**src/rtl/hazard_ctrl.sv**
```systemverilog
`default_nettype none
// ============================================================================
// Module      : hazard_ctrl
// Description : Load-use stall, ALU operand forwarding and branch flush
//               control for the 5-stage pipeline, with saturating counters.
// Revision    : 1.0
// ============================================================================
module hazard_ctrl #(
    parameter int CNT_W = 16,
    parameter int RA_W  = 5
) (
    input  logic             clk,
    input  logic             rst,
    input  logic             id_valid,
    input  logic [RA_W-1:0]  id_rs,
    input  logic [RA_W-1:0]  id_rt,
    input  logic             id_use_rs,
    input  logic             id_use_rt,
    input  logic [RA_W-1:0]  id_rd,
    input  logic             id_wreg,
    input  logic             id_m2reg,
    input  logic             br_taken,
    output logic             pc_we,
    output logic             ifid_we,
    output logic             ifid_flush,
    output logic             idexe_bubble,
    output logic [1:0]       fwda,
    output logic [1:0]       fwdb,
    output logic [CNT_W-1:0] stall_cnt,
    output logic [CNT_W-1:0] flush_cnt
);

    localparam logic [CNT_W-1:0] c_cnt_one = {{(CNT_W-1){1'b0}}, 1'b1};
    localparam logic [CNT_W-1:0] c_cnt_max = {CNT_W{1'b1}};

    logic             r_ex_valid;
    logic             r_ex_wreg;
    logic             r_ex_m2reg;
    logic [RA_W-1:0]  r_ex_rd;
    logic             r_mem_valid;
    logic             r_mem_wreg;
    logic             r_mem_m2reg;
    logic [RA_W-1:0]  r_mem_rd;
    logic [CNT_W-1:0] r_stall_cnt;
    logic [CNT_W-1:0] r_flush_cnt;

    logic w_ex_rs;
    logic w_ex_rt;
    logic w_mem_rs;
    logic w_mem_rt;
    logic w_load_use;

    // Register 0 is hard-wired, so a producer targeting it never matches.
    assign w_ex_rs  = r_ex_valid  & r_ex_wreg  & (r_ex_rd  != '0) & (r_ex_rd  == id_rs);
    assign w_ex_rt  = r_ex_valid  & r_ex_wreg  & (r_ex_rd  != '0) & (r_ex_rd  == id_rt);
    assign w_mem_rs = r_mem_valid & r_mem_wreg & (r_mem_rd != '0) & (r_mem_rd == id_rs);
    assign w_mem_rt = r_mem_valid & r_mem_wreg & (r_mem_rd != '0) & (r_mem_rd == id_rt);

    assign w_load_use = id_valid & r_ex_m2reg &
                        ((id_use_rs & w_ex_rs) | (id_use_rt & w_ex_rt));

    function automatic logic [1:0] fwd_sel(input logic use_op, input logic ex_hit,
                                           input logic ex_ld, input logic mem_hit,
                                           input logic mem_ld);
        logic [1:0] sel;
        sel = 2'b00;
        if (use_op) begin
            if (ex_hit && !ex_ld)
                sel = 2'b01;
            else if (mem_hit)
                sel = mem_ld ? 2'b11 : 2'b10;
        end
        return sel;
    endfunction

    always_comb begin
        pc_we        = 1'b1;
        ifid_we      = 1'b1;
        idexe_bubble = 1'b0;
        ifid_flush   = br_taken;
        fwda         = 2'b00;
        fwdb         = 2'b00;
        if (w_load_use) begin
            // Stall wins over a coincident branch; ID re-presents it next cycle.
            pc_we        = 1'b0;
            ifid_we      = 1'b0;
            idexe_bubble = 1'b1;
            ifid_flush   = 1'b0;
        end else if (id_valid) begin
            fwda = fwd_sel(id_use_rs, w_ex_rs, r_ex_m2reg, w_mem_rs, r_mem_m2reg);
            fwdb = fwd_sel(id_use_rt, w_ex_rt, r_ex_m2reg, w_mem_rt, r_mem_m2reg);
        end
    end

    always_ff @(posedge clk or posedge rst) begin
        if (rst) begin
            r_ex_valid  <= 1'b0;
            r_ex_wreg   <= 1'b0;
            r_ex_m2reg  <= 1'b0;
            r_ex_rd     <= '0;
            r_mem_valid <= 1'b0;
            r_mem_wreg  <= 1'b0;
            r_mem_m2reg <= 1'b0;
            r_mem_rd    <= '0;
        end else begin
            r_mem_valid <= r_ex_valid;
            r_mem_wreg  <= r_ex_wreg;
            r_mem_m2reg <= r_ex_m2reg;
            r_mem_rd    <= r_ex_rd;
            if (idexe_bubble) begin
                r_ex_valid <= 1'b0;
                r_ex_wreg  <= 1'b0;
                r_ex_m2reg <= 1'b0;
                r_ex_rd    <= '0;
            end else begin
                r_ex_valid <= id_valid;
                r_ex_wreg  <= id_wreg;
                r_ex_m2reg <= id_m2reg;
                r_ex_rd    <= id_rd;
            end
        end
    end

    always_ff @(posedge clk or posedge rst) begin
        if (rst) begin
            r_stall_cnt <= '0;
            r_flush_cnt <= '0;
        end else begin
            if (w_load_use && (r_stall_cnt != c_cnt_max))
                r_stall_cnt <= r_stall_cnt + c_cnt_one;
            if (ifid_flush && (r_flush_cnt != c_cnt_max))
                r_flush_cnt <= r_flush_cnt + c_cnt_one;
        end
    end

    assign stall_cnt = r_stall_cnt;
    assign flush_cnt = r_flush_cnt;

endmodule
`default_nettype wire

```
**config.mk**
```make
export PLATFORM = sky130hd
export DESIGN_NAME = hazard_ctrl
export DESIGN_NICKNAME = d
export VERILOG_FILES = /design/src/rtl/hazard_ctrl.sv
export SDC_FILE = /design/constraint.sdc
export NUM_CORES = 1
export LEC_CHECK = 0
export BUFFER_PORTS_ARGS = -buffer_cell sky130_fd_sc_hd__buf_2
export CAP_MARGIN = 25
export CORE_ASPECT_RATIO = 1.1
export CORE_MARGIN = 5
export CORE_UTILIZATION = 47
export CTS_CLUSTER_SIZE = 20
export DETAILED_ROUTE_END_ITERATION = 12
export PLACE_DENSITY_LB_ADDON = 0.08
export SETUP_SLACK_MARGIN = 0.05
export SYNTH_ARGS = -nofsm -noshare
export SYNTH_HDL_FRONTEND = slang
export SYNTH_SLANG_ARGS = --single-unit
```
**constraint.sdc**
```tcl
create_clock -name clk -period 2.1 [get_ports clk]
set_input_delay 0.105 -clock clk [delete_from_list [all_inputs] [get_ports clk]]
set_output_delay 0.105 -clock clk [all_outputs]
set_load 0.01 [all_outputs]
```
# [After elaboration in Yosys (flattened, before gate mapping)]
# Index checks and enable logic that the tools add are counted.
[totals] ff_bits=48 in_bits=23 word_cells=56 output_inout_bits=40
[classes] n_mux=18 eq_ne=6 bitwise_logic=13 reduce_logical=7 n_addsub=2
[op_table] op="16-bit by 1-bit adder with 16-bit output (second input constant)" count=2
[op_table] op="16-bit inequality test (second input constant)" count=2
[op_table] op="5-bit equality test" count=4
[op_table] op="2-bit 2-to-1 mux" count=10
[op_table] op="1-bit AND" count=12
[op_table] op="5-bit nonzero test" count=2
[op_table] op="1-bit 2-to-1 mux" count=7
[op_table] op="5-bit 2-to-1 mux" count=1
[op_table] op="1-bit logical AND" count=4
[op_table] op="1-bit zero test" count=1
[op_table] op="1-bit bitwise OR" count=1

# [Longest topological paths before layout]
[logic_depth] ltp_word=8 mapped_depth=8 ltp_nobuf=7

# [Worst setup path after synthesis]
# OpenSTA, ideal clock, no wires.
[synth_path] path_type="reg2out" start="register r_ex_rd[0]" end="output ifid_flush" path_slack_ns=0.108 path_stages_with_launch=7 n_path_buf=1 t_arrival_ns=1.887 required_time_ns=1.995 path_cell_list="dfrtp_1 -> or4_4 -> o211ai_2 -> or3_4 -> a21o_4 -> clkbuf_1 -> and2_1"
[synth_between] elab_chain_len=7 elab_cells_between_ends=11 classes_between="eq/ne: 2; mux: 1; bitwise: 7; reduce/logical: 1"
[synth_lines] element="start, declared" line="39" source="logic [RA_W-1:0] r_ex_rd;"
[synth_lines] element="start signal, assigned" line="119" source="r_ex_rd <= id_rd;"
[synth_lines] element="5-bit nonzero test" line="54, 55"
[synth_lines] element="1-bit AND" line="54, 55"
[synth_lines] element="1-bit AND (on tied branches)" line="54, 55"
[synth_lines] element="1-bit AND" line="60" source="((id_use_rs & w_ex_rs) | (id_use_rt & w_ex_rt));"
[synth_lines] element="1-bit bitwise OR (*)" line="60"
[synth_lines] element="1-bit AND (*)" line="59" source="assign w_load_use = id_valid & r_ex_m2reg &"
[synth_lines] element="1-bit 2-to-1 mux (*)" line="83" source="if (w_load_use) begin"
[synth_lines] element="end, declared" line="25" source="output logic ifid_flush,"
# Mark *: on every way between the ends. The rest lies on a longest branch, timed or not.

# [Worst setup path in the final report]
[layout_path] start="register r_ex_rd[2]" end="output fwda[0]"
[layout_between] elab_chain_len=8 elab_cells_between_ends=15 classes_between="eq/ne: 2; mux: 4; bitwise: 7; reduce/logical: 2"
[layout_lines] element="5-bit nonzero test" line="54, 55"
[layout_lines] element="1-bit AND" line="54, 55"
[layout_lines] element="1-bit AND" line="54" source="assign w_ex_rs = r_ex_valid & r_ex_wreg & (r_ex_rd != '0) & (r_ex_rd == id_rs);"
[layout_lines] element="1-bit logical AND" line="68" source="if (ex_hit && !ex_ld)"
[layout_lines] element="2-bit 2-to-1 mux" line="68"
[layout_lines] element="2-bit 2-to-1 mux" line="67" source="if (use_op) begin"
[layout_lines] element="2-bit 2-to-1 mux" line="89" source="end else if (id_valid) begin"
[layout_lines] element="2-bit 2-to-1 mux (*)" line="83"
[layout_lines] element="end, declared" line="27" source="output logic [1:0] fwda,"
# Marked as above.

==> qor.csv <==
stage;metric;value;unit
global_routing;grt met1 use;22.5;%
timing;share of the cycle needed by the critical path after routing;109;%
final_layout;growth of design area from synthesis to finish;30.0;%
floorplanning;Starting Density;48.4;%
final_layout;Layout Cell Area excl Fill;3170;um2
global_routing;met3 GRT Util;3.36;%
setup_path;Max Fanout on Critical Path;5;
synthesis;mean instance size in the synthesized netlist;11.2;um2
final_layout;Final #Nets;331;
route;Detailed Route WL;5.31;mm
global_routing;wire length of the first global-routing pass;9.10;mm
timing;Worst Clk Skew;0.00727;ns
setup_path;type of element capturing the critical path;output port;
setup_path;CP arrival;2.18;ns
setup_path;worst reg-to-reg path cell count;9;
synthesis;commonest cells in the synthesized netlist;sky130_fd_sc_hd__dfrtp_1, sky130_fd_sc_hd__xor2_1, sky130_fd_sc_hd__xnor2_1;
synthesis;cell with the most instances after synthesis;sky130_fd_sc_hd__dfrtp_1;
synthesis;sequential share of the synthesized area;49.3;%
synthesis;number of distinct library cells after synthesis;38;
timing;slew of the pin with the lowest slew margin;0.438;ns
global_routing;fraction of met2 tracks used by global routing;28.3;%
final_layout;post-route non-filler standard cell count;363;
final_layout;Filler Cell Count;414;
floorplanning;top-level port count;63;
synthesis;Async SR Flop Fraction;100;%
timing;worst path setup slack after routing;-0.186;ns
cts;deepest level of the CTS H-tree;2;
timing;total of endpoints with negative setup slack in the final report;26;
cts;number of buffers added by the clock tree synthesis step;5;
synthesis;number of synthesized flops with an enable pin;0;
placement;Post-DP HPWL;3.95;mm
min_path;HP Class;input pin to register;
run;number of violations of the max-capacitance limit;0;
placement;pre-CTS setup slack;-0.0613;ns
power_and_ir_drop;areal power density over the cells;677;nW/um2
synthesis;dominant cells by area after synthesis;sky130_fd_sc_hd__dfrtp_1, sky130_fd_sc_hd__xor2_1, sky130_fd_sc_hd__xnor2_1;
route;1st-iter DRT viols;71;
cts;root cell of the clock tree;sky130_fd_sc_hd__clkbuf_8;
final_layout;fraction of layout instances using a drive strength above 1;39.3;%
status;run status;finished, violations left;
placement;Placer Congestion;0.873;
timing;maximum clock rate;437;MHz
cts;CTS tree;yes;
setup_path;start-to-end type of the worst setup path;register to output port;
timing;Hold Violations, Final;0;
route;WL/cell;14.6;um
cts;later-pin clock latency in the skew report;0.29;ns
placement;Placed Cells incl. Taps;345;
timing;Final Hold Slack;0.0111;ns
route;DRC violations left;0;
timing;max-slew headroom at the worst pin;70.7;%
cts;buffer levels on the longest clock path;2;
synthesis;top cell type's share of synthesized area;49.3;%
route;first drt pass iteration count;4;
synthesis;yosys synthesis warning count;0;
power_and_ir_drop;total leakage power;1.56;nW
timing;time the worst path needs with I/O delays and setup;2.29;ns
timing;Pins Over Slew Limit;0;
synthesis;number of synthesized register bits;48;
setup_path;origin of the critical flop-to-flop path;r_ex_rd[2];
cts;TritonCTS Sinks;48;
placement;count of port buffers added during placement;62;
final_layout;diodes inserted;0;
floorplanning;Die Footprint;6720;um2
power_and_ir_drop;maximum vdd ir drop;532;uV
final_layout;core occupancy in the finished layout;62.9;%
floorplanning;Die H;85.5;um
setup_path;endpoint of the most critical register-to-register path;stall_cnt[1];
placement;instance area after placement;2880;um2
global_routing;grt total ovfl;0;
synthesis;synthesized area;2430;um2
timing;unrepaired setup endpoints after global routing;true;
global_routing;largest net degree at the start of global routing;21;
global_routing;Tot GR Track Use;16.9;%
route;vias after detailed routing;1897;
global_routing;via count of the first global-routing pass;1956;
synthesis;post-synthesis net count;242;
synthesis;cell type contributing the most total cell area after synthesis;sky130_fd_sc_hd__dfrtp_1;
cts;clock transition at the registers of the reported paths;0.08;ns
setup_path;termination of the worst setup path;fwda[0];
status;violated checks;negative setup slack;
global_routing;GR peak layer;met2;
synthesis;primary flip-flop cell chosen by synthesis mapping;sky130_fd_sc_hd__dfrtp_1;
setup_path;Worst setup startpoint;r_ex_rd[2];
route;Vias per Instance;5.23;
setup_path;type of element launching the critical path;register;
floorplanning;num rows;27;
setup_path;Worst Path Required;2.00;ns
global_routing;initial antenna violation count;0;
floorplanning;area of the core;5030;um2
setup_path;Reg2Reg Setup Slack;-0.12;ns
floorplanning;Die Wd;78.6;um
final_layout;area of the multi-input gates;1240;um2
final_layout;sequential standard cell area;1200;um2
synthesis;gate count of the mapped netlist;217;
route;final antenna-violating net count;0;
## critical path, stage by stage, from the launching register on
cell and delay (ns):
sky130_fd_sc_hd__dfrtp_1 0.39, sky130_fd_sc_hd__buf_4 0.16, sky130_fd_sc_hd__xor2_1 0.17, sky130_fd_sc_hd__nor4_2 0.35, sky130_fd_sc_hd__nand3_2 0.14, sky130_fd_sc_hd__a21o_4 0.27
sky130_fd_sc_hd__buf_6 0.12, sky130_fd_sc_hd__and3_1 0.16, sky130_fd_sc_hd__buf_2 0.14
## logic make-up after synthesis
group                    synth area share [%]
AO/OA/AOI/OAI                            3.44
XOR/XNOR                                 17.3
buffers and inverters                    2.72
AND/OR/NAND/NOR                          24.8
multiplexers                             1.39
flip-flops                               49.3
adder cells (fa/ha/maj)                  1.03
## worst min path at each step
stage / from / endpoint / slack, ns / cells past startpoint
floorplan: id_m2reg / r_ex_m2reg / 0.23 / 1
global placement: rst / stall_cnt[2] / 0.13 / 2
detailed placement: rst / flush_cnt[7] / 0.13 / 2
CTS: id_rd[0] / r_ex_rd[0] / 0.006 / 2
global route: id_rd[0] / r_ex_rd[0] / 0.008 / 2
finish: id_rd[3] / r_ex_rd[3] / 0.01 / 2
## power breakdown
group / internal (W) / switching [W]
Clock: 0.000342 / 0.000282
Combinational: 0.000206 / 0.000207
Sequential: 0.00101 / 0.0000993
## stage by stage
step,setup TNS (ns),total power (W)
floorplan,0,0.00134
global placement,-0.0868,0.00151
detailed placement,-0.176,0.00152
CTS,-1.27,0.00216
global route,-4.91,0.00226
finish,-1.87,0.00214
## metal layers
| layer | routed length [um] | vias to the layer above |
|---|---|---|
| met3 | 256 | 5 |
| met5 | 0 | - |
| met4 | 55 | 0 |
| met2 | 2640 | 52 |
| met1 | 2370 | 900 |
| li1 | - | 940 |
## final cells by class
class	count	share of cell area, %
clock buffers	5	2.17
clock inverters	1	0.949
inverters	6	0.791
multi-input cells	157	39.1
flip-flops and latches	48	37.9
well taps	58	2.29
repair buffers	88	16.8
## timing repair
action,4_1_cts,5_1_grt
pin swaps,13,13
setup endpoints to repair,28,45
gates resized for setup,14,5
cloned,1,0
endpoints found under the hold margin,18,0
buffers inserted,8,2
hold buffers,1,0
## cell usage in the layout, fill, tap and decap left out, types with 4 or more instances in the layout
| cell | instances |
|---|---|
| sky130_fd_sc_hd__buf_2 | 62 |
| sky130_fd_sc_hd__buf_6 | 6 |
| sky130_fd_sc_hd__and2_1 | 9 |
| sky130_fd_sc_hd__xor2_1 | 25 |
| sky130_fd_sc_hd__nand4_1 | 18 |
| sky130_fd_sc_hd__buf_4 | 19 |
| sky130_fd_sc_hd__dfrtp_1 | 48 |
| sky130_fd_sc_hd__inv_1 | 4 |
| sky130_fd_sc_hd__xnor2_1 | 21 |
| sky130_fd_sc_hd__and3_1 | 8 |
| sky130_fd_sc_hd__nand3_1 | 14 |
| sky130_fd_sc_hd__nand2_1 | 12 |
| sky130_fd_sc_hd__nor2_1 | 10 |
| sky130_fd_sc_hd__clkbuf_8 | 5 |
| sky130_fd_sc_hd__nor3_1 | 4 |
## registers in the layout (all words and copies together) (netlist names), 5 cells and up
| register | count |
|---|---|
| r_mem_rd | 5 |
| r_ex_rd | 5 |
| flush_cnt | 16 |
| stall_cnt | 16 |
(Power assumes the default switching activity.)
